$ cat src/rtl/out_frame_packer_if.sv
// Byte-stream interface for out_frame_packer: upstream sample input,
// framed valid/ready output and status counters.
interface out_frame_packer_if #(
    parameter int DEPTH = 16
) ();
    logic [7:0]                 in_byte;
    logic                       in_valid;
    logic [7:0]                 out_data;
    logic                       out_valid;
    logic                       out_ready;
    logic                       out_last;
    logic                       frame_done;
    logic [7:0]                 drop_cnt;
    logic [$clog2(DEPTH+1)-1:0] fifo_count;

    // Packer side
    modport master (
        input  in_byte, in_valid, out_ready,
        output out_data, out_valid, out_last, frame_done, drop_cnt, fifo_count
    );

    // Source/sink side
    modport slave (
        output in_byte, in_valid, out_ready,
        input  out_data, out_valid, out_last, frame_done, drop_cnt, fifo_count
    );
endinterface

$ cat src/rtl/out_frame_packer.sv
// Buffers upstream sample bytes in a FIFO and emits FRAME_LEN payload
// bytes followed by a mod-256 checksum byte over a valid/ready link.
// Bytes arriving while the FIFO is full (and not popping) are dropped
// and counted in a saturating counter.
//
// state     | meaning
// ----------+--------------------------------------------------------
// S_IDLE    | no output; wait until a full frame is buffered
// S_PAYLOAD | presenting FIFO head; beats_left counts down to last byte
// S_CHKSUM  | presenting checksum byte with out_last
module out_frame_packer #(
    parameter int DEPTH     = 16,
    parameter int FRAME_LEN = 4
) (
    input  logic               clk,
    input  logic               rst,
    out_frame_packer_if.master bus
);
    localparam int PW = $clog2(DEPTH);
    localparam int CW = $clog2(DEPTH + 1);
    localparam int BW = (FRAME_LEN > 1) ? $clog2(FRAME_LEN) : 1;

    typedef enum logic [1:0] {
        S_IDLE,
        S_PAYLOAD,
        S_CHKSUM
    } state_t;

    state_t          state_q, state_d;
    logic [PW-1:0]   wr_ptr_q, wr_ptr_d;
    logic [PW-1:0]   rd_ptr_q, rd_ptr_d;
    logic [CW-1:0]   count_q, count_d;
    logic [7:0]      checksum_q, checksum_d;
    logic [7:0]      drop_cnt_q, drop_cnt_d;
    logic [BW-1:0]   beats_left_q, beats_left_d;
    logic            frame_done_q, frame_done_d;
    logic [7:0]      mem_q [DEPTH];

    logic            xfer;
    logic            push;
    logic            pop;
    logic            full;
    logic            out_valid_c;
    logic            out_last_c;
    logic [7:0]      out_data_c;

    // FIFO bookkeeping: push/pop decisions, pointers, occupancy, drop counter
    always_comb begin
        full       = (count_q == CW'(DEPTH));
        xfer       = (state_q != S_IDLE) && bus.out_ready;
        pop        = xfer && (state_q == S_PAYLOAD);
        // A pop in the same cycle frees the slot, so a full FIFO still accepts
        push       = bus.in_valid && (!full || pop);
        wr_ptr_d   = push ? wr_ptr_q + PW'(1) : wr_ptr_q;
        rd_ptr_d   = pop  ? rd_ptr_q + PW'(1) : rd_ptr_q;
        count_d    = count_q;
        if (push && !pop) begin
            count_d = count_q + CW'(1);
        end else if (pop && !push) begin
            count_d = count_q - CW'(1);
        end
        drop_cnt_d = drop_cnt_q;
        if (bus.in_valid && !push && (drop_cnt_q != 8'hFF)) begin
            drop_cnt_d = drop_cnt_q + 8'd1;
        end
    end

    // Frame FSM: next state, checksum accumulation, beat countdown, outputs
    always_comb begin
        state_d      = state_q;
        checksum_d   = checksum_q;
        beats_left_d = beats_left_q;
        frame_done_d = 1'b0;
        out_valid_c  = 1'b0;
        out_last_c   = 1'b0;
        out_data_c   = 8'h00;
        case (state_q)
            S_IDLE: begin
                checksum_d   = 8'h00;
                beats_left_d = BW'(FRAME_LEN - 1);
                if (count_q >= CW'(FRAME_LEN)) begin
                    state_d = S_PAYLOAD;
                end
            end
            S_PAYLOAD: begin
                out_valid_c = 1'b1;
                out_data_c  = mem_q[rd_ptr_q];
                if (xfer) begin
                    checksum_d = checksum_q + out_data_c;
                    if (beats_left_q == '0) begin
                        state_d = S_CHKSUM;
                    end else begin
                        beats_left_d = beats_left_q - BW'(1);
                    end
                end
            end
            S_CHKSUM: begin
                out_valid_c = 1'b1;
                out_last_c  = 1'b1;
                out_data_c  = checksum_q;
                if (xfer) begin
                    state_d      = S_IDLE;
                    frame_done_d = 1'b1;
                end
            end
            default: begin
                state_d = S_IDLE;
            end
        endcase
    end

    // Control registers with synchronous reset
    always_ff @(posedge clk) begin
        if (rst) begin
            state_q      <= S_IDLE;
            wr_ptr_q     <= '0;
            rd_ptr_q     <= '0;
            count_q      <= '0;
            checksum_q   <= 8'h00;
            drop_cnt_q   <= 8'h00;
            beats_left_q <= '0;
            frame_done_q <= 1'b0;
        end else begin
            state_q      <= state_d;
            wr_ptr_q     <= wr_ptr_d;
            rd_ptr_q     <= rd_ptr_d;
            count_q      <= count_d;
            checksum_q   <= checksum_d;
            drop_cnt_q   <= drop_cnt_d;
            beats_left_q <= beats_left_d;
            frame_done_q <= frame_done_d;
        end
    end

    // FIFO storage; contents need no reset since occupancy gates every read
    always_ff @(posedge clk) begin
        if (!rst && push) begin
            mem_q[wr_ptr_q] <= bus.in_byte;
        end
    end

    assign bus.out_valid  = out_valid_c;
    assign bus.out_last   = out_last_c;
    assign bus.out_data   = out_data_c;
    assign bus.frame_done = frame_done_q;
    assign bus.drop_cnt   = drop_cnt_q;
    assign bus.fifo_count = count_q;
endmodule

$ cat src/flat_wrapper.sv
// flat-port wrapper written by rule: the top's interface ports become plain ports
module out_frame_packer_flat 
#(
    parameter int DEPTH     = 16,
    parameter int FRAME_LEN = 4
)
  (clk, rst, bus_in_byte, bus_in_valid, bus_out_ready, bus_out_data, bus_out_valid, bus_out_last, bus_frame_done, bus_drop_cnt, bus_fifo_count);
  out_frame_packer_if #(.DEPTH(DEPTH)) bus_i ();
  input  logic clk;
  input  logic rst;
  input wire logic [$bits(bus_i.in_byte)-1:0] bus_in_byte;
  input wire logic [$bits(bus_i.in_valid)-1:0] bus_in_valid;
  input wire logic [$bits(bus_i.out_ready)-1:0] bus_out_ready;
  output wire logic [$bits(bus_i.out_data)-1:0] bus_out_data;
  output wire logic [$bits(bus_i.out_valid)-1:0] bus_out_valid;
  output wire logic [$bits(bus_i.out_last)-1:0] bus_out_last;
  output wire logic [$bits(bus_i.frame_done)-1:0] bus_frame_done;
  output wire logic [$bits(bus_i.drop_cnt)-1:0] bus_drop_cnt;
  output wire logic [$bits(bus_i.fifo_count)-1:0] bus_fifo_count;
  assign bus_i.in_byte = bus_in_byte;
  assign bus_i.in_valid = bus_in_valid;
  assign bus_i.out_ready = bus_out_ready;
  assign bus_out_data = bus_i.out_data;
  assign bus_out_valid = bus_i.out_valid;
  assign bus_out_last = bus_i.out_last;
  assign bus_frame_done = bus_i.frame_done;
  assign bus_drop_cnt = bus_i.drop_cnt;
  assign bus_fifo_count = bus_i.fifo_count;
  out_frame_packer #(.DEPTH(DEPTH), .FRAME_LEN(FRAME_LEN)) u_core (.clk(clk), .rst(rst), .bus(bus_i));
endmodule
$ cat config.mk
export PLATFORM = sky130hd
export DESIGN_NAME = out_frame_packer_flat
export DESIGN_NICKNAME = d
export VERILOG_FILES = /design/src/rtl/out_frame_packer_if.sv /design/src/rtl/out_frame_packer.sv /design/src/flat_wrapper.sv
export SDC_FILE = /design/constraint.sdc
export NUM_CORES = 1
export LEC_CHECK = 0
export BUFFER_PORTS_ARGS = -buffer_cell sky130_fd_sc_hd__buf_4
export CAP_MARGIN = 5
export CORE_MARGIN = 4
export CORE_UTILIZATION = 60
export CTS_BUF_LIST = sky130_fd_sc_hd__clkbuf_8
export CTS_CLUSTER_SIZE = 10
export DETAILED_ROUTE_END_ITERATION = 8
export GPL_TIMING_DRIVEN = 0
export PLACE_DENSITY = 0.79
export SKIP_CTS_REPAIR_TIMING = 1
export SYNTH_ARGS = -nofsm -noshare
export SYNTH_HDL_FRONTEND = slang
export SYNTH_SLANG_ARGS = --single-unit
$ cat constraint.sdc
create_clock -name clk -period 4.3 [get_ports clk]
set_clock_uncertainty 0.2 [all_clocks]
set_input_delay 1.29 -clock clk [delete_from_list [all_inputs] [get_ports clk]]
set_output_delay 1.29 -clock clk [all_outputs]
set_load 0.01 [all_outputs]
## After elaboration in Yosys (flattened, before gate mapping)

Memories as Yosys holds them, arrays and structs flattened. A register that Yosys moved wholly into a read port is not among the register bits.
Cells that the tools add are included.

| word-level totals | value |
|---|---|
| word-level logic and storage cells | 70 |
| memories kept | 1 |
| bits in writable memories | 128 |
| bits in registers | 34 |
| input port bits | 12 |
| output and inout port bits | 24 |

Memories:

| memory | words | bits a word | rd ports | clocked after memory_dff | write ports | RTL line | RTL |
|---|---|---|---|---|---|---|---|
| u_core.mem_q | 16 | 8 | 1 | 1 | 1 | out_frame_packer.sv:37 | `logic [7:0] mem_q [DEPTH];` |

| cells by class | value |
|---|---|
| add/subtract/negate cells | 7 |
| muxes and demuxes | 20 |
| eq/ne operators | 9 |
| reduce and logical (&&, ||, !) cells | 23 |
| order comparisons | 1 |
| bitwise gates (word level) | 1 |

Operators with widths:

| kind | number |
|---|---|
| 8-bit one-hot mux with 2 select lines | 2 |
| 2-bit 2-to-1 mux | 6 |
| 5-bit 2-to-1 mux | 2 |
| 4-bit by 1-bit adder with 4-bit output (second input constant) | 2 |
| 8-bit by 1-bit adder with 8-bit output (second input constant) | 1 |
| 8-bit adder | 1 |
| 1-bit logical AND | 8 |
| 4-bit 2-to-1 mux | 2 |
| 8-bit 2-to-1 mux | 1 |
| 8-bit inequality test (second input constant) | 1 |
| 2-bit by 1-bit inequality test with 1-bit output (second input constant) | 3 |
| 2-bit one-hot mux with 3 select lines | 1 |
| 2-bit nonzero test | 3 |
| 5-bit by 1-bit adder with 5-bit output (second input constant) | 1 |
| 5-bit equality test (second input constant) | 1 |
| 5-bit by 3-bit >= comparator with 1-bit output (second input constant) | 1 |
| 1-bit 2-to-1 mux | 5 |
| 5-bit by 1-bit subtractor with 5-bit output (second input constant) | 1 |
| 1-bit logical NOT | 4 |
| 2-bit logical NOT | 2 |
| 2-bit inequality test (second input constant) | 2 |
| 2-bit one-hot mux with 2 select lines | 1 |
| 4-bit AND reduction | 1 |
| 2-bit OR reduction | 2 |
| other kinds (7) | 7 |

## Longest topological paths before layout

Gate-level depths: netlist of the first run.

| depth | value |
|---|---|
| depth in word-level cells | 9 |
| gate-level depth with buffers | 15 |
| depth with buffers taken out | 15 |

## Worst setup path before layout of the first run

OpenSTA, ideal clock, no wires.

| timing | value |
|---|---|
| kind | input to register |
| start | input bus_out_ready |
| end | register u_core.count_q[4], in the netlist u_core.bus.fifo_count[4] |
| setup slack | 0.539 ns |
| data required time | 4.029 ns |
| buffers on the path | 0 |
| setup time | 0.071 ns |
| stages | 13 |
| arrival time | 3.491 ns |
| cell sequence | and3b_1 -> clkinv_1 -> nand3_1 -> nand2_1 -> clkinv_1 -> ha_1 -> inv_1 -> fa_1 -> a21o_1 -> a21oi_1 -> xnor2_1 -> or3_1 -> a21oi_1 |

| between the ends | value |
|---|---|
| cells in the longest elaborated chain, start to end | 7 |
| elaborated cells between the ends (all ways) | 10 |
| classes of those cells | mux (1); reduce/logical (9) |

RTL lines:

| element | RTL line | RTL |
|---|---|---|
| start: declaration | flat_wrapper.sv:13 | `input wire logic [$bits(bus_i.out_ready)-1:0] bus_out_ready;` |
| 1-bit logical AND * | out_frame_packer.sv:50 | `xfer = (state_q != S_IDLE) && bus.out_ready;` |
| 1-bit logical AND * | out_frame_packer.sv:51 | `pop = xfer && (state_q == S_PAYLOAD);` |
| 1-bit logical OR | out_frame_packer.sv:53 | `push = bus.in_valid && (!full \|\| pop);` |
| 1-bit logical AND | out_frame_packer.sv:53 |  |
| 1-bit logical NOT | out_frame_packer.sv:59 | `end else if (pop && !push) begin` |
| 1-bit logical AND | out_frame_packer.sv:59 |  |
| 2-bit nonzero test (no source line) | -- |  |
| end signal: assignment | out_frame_packer.sv:127 | `count_q <= count_d;` |
| end: declaration | out_frame_packer.sv:32 | `logic [CW-1:0] count_q, count_d;` |

Every way passes the cells marked *; elsewhere a longest branch is shown, timed or not.
A chain may end at the register's enable or synchronous reset.

==> impl_metrics.toml, run 1 <==
[status]
outcome = "completed"

[global_route]
antenna_found_initial = 0
grt_usage_pct = 21.9
grt_overflow_total = 0
grt_pass1_wl_um = 21600
met1_usage_pct = 29.7
grt_max_degree = 17
busiest_layer = "met2"
grt_pass1_vias = 3885
use_met2_pct = 35.2
gr-usage-met3_pct = 5.55

[timing]
post-route-min-period_ns = 4.16
tightest_slew_ns = 1.06
fin_ws_ns = 0.138
final-max-slew-violation-count = 0
final_hold_viol_count = 0
max_freq_mhz = 240
setup_viol = 0
relSlewSlack_pct = 28.9
final.setup.tns_ns = 0
period_share_pct = 96.8
rsz0062_at_grt = "no"

[critical_path]
path_cells = "buf_6 -> mux4_1 -> mux4_2 -> a22oi_1 -> nor2b_1 -> buf_4"
setup.worst_path.end_class = "output port"
r2r-start = "u_core.state_q[0]"
worst_ep_required_time_ns = 2.81
critPathLaunchType = "flop"
r2r_cells = 15
critical-path-top-delay-family = "multiplexers"
path_class = "flop to output port"
critPathMaxFanout = 10
reg2reg_to = "u_core.bus.fifo_count[4]"
slowest_stage = "mux4_1"
critPathBufInv = 2
cp_slowest_stage_delay_ns = 0.60
arrival_ns = 2.67
r2r_slack_ns = 0.52

[synth]
ys_seq_area_share_pct = 64.6
syn_area_um2 = 7130
synth.largest_area_cell = "edfxtp_1"
synthCells = 441
synth-seq-cells = 166
yosysWarnings = 0
synth_cell_types = 43
synthArstFlopShare_pct = 0
synth_area_per_cell_um2 = 16.2
ys_top_cells_by_area = "edfxtp_1, dfxtp_1, mux4_1"
synth_edf_count = 128
syn_nets = 477
ys.flop_type = "edfxtp_1"
netlist.area_leader.share_pct = 53.9

[detailed_routing]
via_count = 4024
firstDrtPassIters = 5
drt-total-wl_um = 13900
ant_nets = 0
drt_iter0_drc = 406
route.detailed.drc = 0
viasPerCell = 6.16
wire_per_inst_um = 21.3

[place]
dp_hpwl_um = 9380
dpl-instance-area_um2 = 7630
place_congestion = 0.883
portBuffers = 35
place_ws_ns = -0.0440

[floorplan]
io_pins = 36
die_h_um = 117
num_rows = 39
fp.dieW_um = 117
dieArea_um2 = 13700
initial_core_util_pct = 61.9
core-area_um2 = 11500

[power]
p_per_area_nw_per_um2 = 454
p_leak_uw = 0.00274
ir_drop_uv = 370

[finish]
antenna_cells = 0
stdcell_area_um2 = 8010
area_growth_pct = 12.2
layout_common_cells = "edfxtp_1, nor2_1, buf_4, dfxtp_1, ha_1"
final_layout_size_suffix_gt1_share_pct = 19.4
multiInputGateArea_um2 = 2410
fill_cells = 752
fin_nets = 535
final_common_cell = "edfxtp_1"
regArea_um2 = 4610

[min_path]
whs_endpoint = "u_core.beats_left_q[0]"
holdCritPathClass = "flop to flop"
holdPathStages = 2
hold_start = "u_core.beats_left_q[0]"

[clock_network]
clockBufferDepth = 2
clk_pin_slew_ns = 0.08
cts.sinks = 166
numCtsBuffers = 17
cts-root-buf = "clkbuf_8"
cts_tree = "built"
clock_latency_ns = 0.45
h-tree-depth = 4

[run]
drv_cap = 0
[worst reg2reg max path, cell delays in order (launching register included)]
cell,delay [ns]
dfxtp_1,0.39
inv_1,0.09
ha_1,0.26
and3b_1,0.31
clkinv_1,0.27
nand3_1,0.17
nand2_1,0.20
clkinv_1,0.23
ha_1,0.22
inv_1,0.10
fa_1,0.41
a21o_1,0.17
a21oi_1,0.17
xnor2_1,0.09
or3_1,0.31
a21oi_1,0.14
[per-layer routing]
layer  part of all wire (%)  wire length (um)  up-vias
met1                     44              6090     2032
met4                    2.0               275        0
met3                    4.7               657       21
met5                      0                 0        -
li1                       -                 -     1848
met2                     50              6910      123
[Yosys cell counts, drive strengths merged (5+ instances only)]
master / instances
mux4: 39
xnor2: 14
nand3: 9
nor4: 9
ha: 22
inv: 11
nor2b: 11
a22oi: 13
xor2: 7
nand4: 6
nor2: 43
dfxtp: 38
buf: 8
edfxtp: 128
mux2i: 8
nand2: 10
nand2b: 5
clkbuf: 10
a21oi: 12
[worst max-delay path by stage]
stage / slack [ns] / cells past startpoint / end / start
after floorplan: 0.54 / 13 / u_core.bus.fifo_count[4] / bus_out_ready
after CTS: -0.18 / 7 / bus_out_data[1] / flop
after global placement: -0.13 / 6 / u_core.mem_q[0][5] / bus_out_ready
after global routing: 0.02 / 7 / bus_out_data[6] / flop
after detailed placement: -0.04 / 14 / u_core.bus.fifo_count[4] / bus_out_ready
final: 0.14 / 6 / bus_out_data[1] / flop
[layout make-up]
cell class | count | area share (%)
Timing Repair Buffer | 39 | 3.66
Clock inverter | 13 | 1.66
Inverter | 13 | 0.610
Tap cell | 143 | 2.24
Clock buffer | 17 | 2.92
Buffer | 18 | 1.30
Multi-Input combinational cell | 244 | 30.1
Sequential cell | 166 | 57.5
[flip-flops by register name (all words and copies together) (netlist names), named ones only]
name	cells
u_core.mem_q	128
u_core.bus.drop_cnt	8
u_core.checksum_q	8
u_core.bus.fifo_count	5
u_core.rd_ptr_q	4
u_core.wr_ptr_q	4
u_core.beats_left_q	2
u_core.state_q	2
u_core.bus.frame_done	1
[report_power, final]
part           switching (uW)  internal, uW
sequential               61.1          1790
clock                     542           507
combinational             400           331
[cells by family after synthesis]
kind of cell	share of synthesized area [%]
DFF	64.6
and+or+nand+nor	7.35
AOI/OAI and AO/OA	4.51
muxes	14.5
buffers and inverters	2.05
adders and majority gates	4.42
xor gates and xnor gates	2.58
[metrics by stage]
step,total power (uW),hold WS [ns],util (%),std cells
2_1_floorplan,2390,0.268,-,441
3_3_place_gp,2580,0.281,65.8,619
3_5_place_dp,2610,0.306,66.3,623
4_1_cts,3650,0.323,69.4,653
5_1_grt,3820,0.343,69.5,653
6_report,3630,0.322,69.5,653
No activity file was read; power rests on OpenSTA's default activity.
==> run 2: changes to the inputs <==
==> constraint.sdc (replaced) <==
create_clock -name clk -period 4.3 [get_ports clk]
set_clock_uncertainty 0.2 [all_clocks]
set_input_delay 0.86 -clock clk [delete_from_list [all_inputs] [get_ports clk]]
set_output_delay 0.86 -clock clk [all_outputs]
set_load 0.01 [all_outputs]
==> run 2 against run 1 <==
First-iteration DRC count is 12% lower. Routed wire length fell by 0.32%. Non-clock buffer count stayed put. Final cell count stayed put. Die area unchanged. Setup slack improved by 0.16 ns. Global-route usage did not move. Critical path depth grew 1. Register-to-register slack got worse by 0.08 ns. Sequential power barely moved. Clock power about the same.
==> impl_metrics.toml, run 2 (synthesized netlist as in run 1, its figures left out) <==
[global_route]
grt_pass1_vias = 3885
grt_pass1_wl_um = 21600
grt_max_degree = 17
grt_overflow_total = 0
grt_usage_pct = 21.9
antenna_found_initial = 0

[critical_path]
slowest_stage = "mux4_2"
setup.worst_path.end_class = "output port"
crit_end = "bus_out_data[1]"
arrival_ns = 2.95
r2r_cells = 11
path_cells = "buf_2 -> buf_2 -> mux4_2 -> mux4_2 -> a22oi_1 -> nor2b_1 -> buf_4"
worst_ep_required_time_ns = 3.24
critPathMaxFanout = 10
cp_slowest_stage_delay_ns = 0.56
reg2reg_to = "u_core.checksum_q[6]"
r2r_slack_ns = 0.44
path_class = "flop to output port"
critPathLaunchType = "flop"

[timing]
rsz0062_at_grt = "no"
post-route-min-period_ns = 4.01
final_hold_viol_count = 0
max_freq_mhz = 250
period_share_pct = 93.2
final-max-slew-violation-count = 0
fin_ws_ns = 0.294
setup_viol = 0
final.setup.tns_ns = 0
relSlewSlack_pct = 30.4
tightest_slew_ns = 1.04

[place]
dp_hpwl_um = 9380
dpl-instance-area_um2 = 7630
place_congestion = 0.883
portBuffers = 35
place_ws_ns = 0.386

[finish]
antenna_cells = 0
stdcell_area_um2 = 8000
area_growth_pct = 12.1
final_layout_size_suffix_gt1_share_pct = 18.8
fin_nets = 535
largest_reg_flops = 128
layout_common_cells = "edfxtp_1, nor2_1, buf_4, dfxtp_1, ha_1"
fill_cells = 755
final_common_cell = "edfxtp_1"
top_register = "u_core.mem_q"

[clock_network]
clock_latency_ns = 0.45
cts_tree = "built"
cts-root-buf = "clkbuf_8"
numCtsBuffers = 17
cts.sinks = 166
h-tree-depth = 4
clk_pin_slew_ns = 0.08
clockBufferDepth = 2

[floorplan]
io_pins = 36
fp.dieW_um = 117
initial_core_util_pct = 61.9
num_rows = 39
dieArea_um2 = 13700
die_h_um = 117
core-area_um2 = 11500

[detailed_routing]
firstDrtPassIters = 5
viasPerCell = 6.16
wire_per_inst_um = 21.3
route.detailed.drc = 0
drt-total-wl_um = 13900
ant_nets = 0
via_count = 4025
drt_iter0_drc = 357

[status]
outcome = "completed"

[run]
drv_cap = 0

[power]
p_per_area_nw_per_um2 = 455
ir_drop_uv = 371
p_leak_uw = 0.00274

[min_path]
holdCritPathClass = "flop to flop"
run 2: cell counts in the layout (fill, tap and decap cells not counted):
No cell type changed its count.
run 2: per-layer routing:
metal  part of all wire (%)  vias to the layer above  GRT usage (%)
met5                      0                        -              0
met4                    1.7                        0           7.57
met3                    5.5                       19           5.55
met2                     50                      136           35.2
met1                     43                     2024           29.7
li1                       -                     1846              -
run 2: final cells by class:
| class | instances | area, um2 | area share, % |
|---|---|---|---|
| sequential | 166 | 4600 | 57.6 |
| buffer | 18 | 97.6 | 1.22 |
| multi-input combinational | 244 | 2410 | 30.1 |
| clock buffer | 17 | 234 | 2.93 |
| clock inverter | 13 | 133 | 1.66 |
| tap | 143 | 179 | 2.24 |
| timing repair buffer | 39 | 293 | 3.66 |
| inverter | 13 | 48.8 | 0.610 |
run 2: worst min path at each step:
stage | from | endpoint | slack [ns] | cells after the start
floorplan | u_core.beats_left_q[1] | u_core.beats_left_q[1] | 0.27 | 2
global placement | u_core.beats_left_q[1] | u_core.beats_left_q[1] | 0.28 | 2
detailed placement | u_core.beats_left_q[0] | u_core.beats_left_q[0] | 0.31 | 2
CTS | u_core.beats_left_q[0] | u_core.beats_left_q[0] | 0.32 | 2
global route | u_core.beats_left_q[0] | u_core.beats_left_q[0] | 0.34 | 2
finish | u_core.beats_left_q[0] | u_core.beats_left_q[0] | 0.32 | 2
run 2: report_power, final:
group	leakage [uW]	total [uW]	switching (uW)	internal (uW)
sequential	0.00146	1850	61.1	1790
clock	0.000193	1050	543	507
combinational	0.00108	730	400	331
run 2: critical path, delay by kind of cell, from the launching register on:
family                 cells  cell delay [ns]
multiplexers               2             0.95
buffers and inverters      3             0.78
flip-flops                 1             0.45
AO/OA/AOI/OAI              1             0.24
AND/OR/NAND/NOR            1             0.08
run 2: metrics by stage:
step | power (uW) | hold slack [ns] | std cells | util (%)
after floorplan | 2390 | 0.268 | 441 | -
after global placement | 2580 | 0.281 | 619 | 65.8
after detailed placement | 2610 | 0.306 | 623 | 66.3
after CTS | 3650 | 0.323 | 653 | 69.4
after global routing | 3820 | 0.343 | 653 | 69.4
final | 3630 | 0.322 | 653 | 69.4
==> run 3: changes to the inputs <==
CTS_CLUSTER_SIZE = 24   (was 10)
REMOVE_ABC_BUFFERS = 1   (was default)
==> run 3 against run 2 <==
Combinational power down 1%. First-iteration DRC count shrank 45%. Global-route usage fell by 1.1 points. Fmax barely moved. Clock power about the same. Sequential share of layout area grew 0.50 points. Final area fell by 0.81%.
==> impl_metrics.toml, run 3 (synthesized netlist as in run 1, its figures left out) <==
[power]
ir_drop_uv = 294
p_leak_uw = 0.00268
p_per_area_nw_per_um2 = 456
power.total_uw = 3610

[floorplan]
num_rows = 39
dieArea_um2 = 13700
initial_core_util_pct = 61.9
io_pins = 36
die_h_um = 117
core-area_um2 = 11500
fp.dieW_um = 117

[finish]
utilization_pct = 68.9
layout_common_cells = "edfxtp_1, nor2_1, buf_4, dfxtp_1"
final_common_cell = "edfxtp_1"
fin_nets = 518
top_register = "u_core.mem_q"
final_layout_size_suffix_gt1_share_pct = 19.6
fill_cells = 747
largest_reg_flops = 128
antenna_cells = 0
area_growth_pct = 11.2

[timing]
max_freq_mhz = 250
relSlewSlack_pct = 44.3
period_share_pct = 93.2
tightest_slew_ns = 0.833
final_hold_viol_count = 0
setup_viol = 0
rsz0062_at_grt = "no"
final-max-slew-violation-count = 0
post-route-min-period_ns = 4.01

[clock_network]
clk_pin_slew_ns = 0.08
cts_tree = "built"
cts-root-buf = "clkbuf_8"
clockBufferDepth = 2
clock_latency_ns = 0.46
cts.sinks = 166
h-tree-depth = 4
numCtsBuffers = 17

[detailed_routing]
wire_per_inst_um = 20.4
drt_iter0_drc = 198
firstDrtPassIters = 4
ant_nets = 0
viasPerCell = 6.13
route.detailed.drc = 0
via_count = 3913
drt-total-wl_um = 13000

[critical_path]
critPathMaxFanout = 20
arrival_ns = 2.95
worst_ep_required_time_ns = 3.24
setup.worst_path.end_class = "output port"
r2r_cells = 15
path_class = "flop to output port"
r2r_slack_ns = 0.34
critPathLaunchType = "flop"
reg2reg_to = "u_core.bus.fifo_count[4]"
r2r-start = "u_core.state_q[1]"

[global_route]
antenna_found_initial = 0
grt_overflow_total = 0
grt_pass1_wl_um = 20900
grt_max_degree = 43
grt_usage_pct = 20.9
grt_pass1_vias = 3862

[min_path]
holdCritPathClass = "flop to flop"
holdPathStages = 2
hold_start = "u_core.rd_ptr_q[1]"

[place]
place_congestion = 0.807
portBuffers = 35
dp_hpwl_um = 8850

[status]
outcome = "completed"

[run]
drv_cap = 0
## run 3: cell type report
cell class | instances | area, um2 | share of cell area, %
Clock buffer | 17 | 234 | 2.95
Clock inverter | 15 | 133 | 1.67
Inverter | 13 | 52.6 | 0.663
Multi-Input combinational cell | 244 | 2410 | 30.4
Sequential cell | 166 | 4610 | 58.1
Tap cell | 143 | 179 | 2.26
Timing Repair Buffer | 40 | 313 | 3.94
## run 3: where the power goes
part           internal [uW]  switching, uW
registers               1790           68.5
clock network            459            572
logic                    332            391
## run 3: through the flow
stage	worst slack [ns]	setup TNS (ns)	hold WS, ns	cells	area [um2]
final	0.294	0	0.293	638	7930
after global routing	0.0777	0	0.332	638	7930
after CTS	-0.237	-0.237	0.295	638	7920
after detailed placement	-0.207	-0.207	0.283	606	7550
after global placement	-0.410	-4.00	0.278	601	7480
after floorplan	0.294	0	0.258	423	7040
## run 3: worst max path at each step
stage	to	slack, ns
final	bus_out_data[0]	0.29
after global routing	u_core.bus.fifo_count[4]	0.08
after CTS	u_core.bus.fifo_count[4]	-0.24
after detailed placement	u_core.bus.fifo_count[4]	-0.21
after global placement	u_core.checksum_q[6]	-0.41
after floorplan	u_core.checksum_q[6]	0.29
## run 3: critical path, cell delays in order (launching register included)
cell	delay (ns)
dfxtp_2	0.60
buf_12	0.25
mux4_1	0.63
mux4_2	0.52
a22oi_1	0.23
nor2b_1	0.09
buf_4	0.15
## run 3: routing by layer
| layer | GRT usage, % | vias up | share of wire, % |
|---|---|---|---|
| li1 | - | 1817 | - |
| met1 | 27.6 | 1964 | 43 |
| met2 | 34.8 | 114 | 51 |
| met3 | 4.22 | 18 | 4.6 |
| met4 | 7.57 | 0 | 1.4 |
| met5 | 0 | - | 0 |
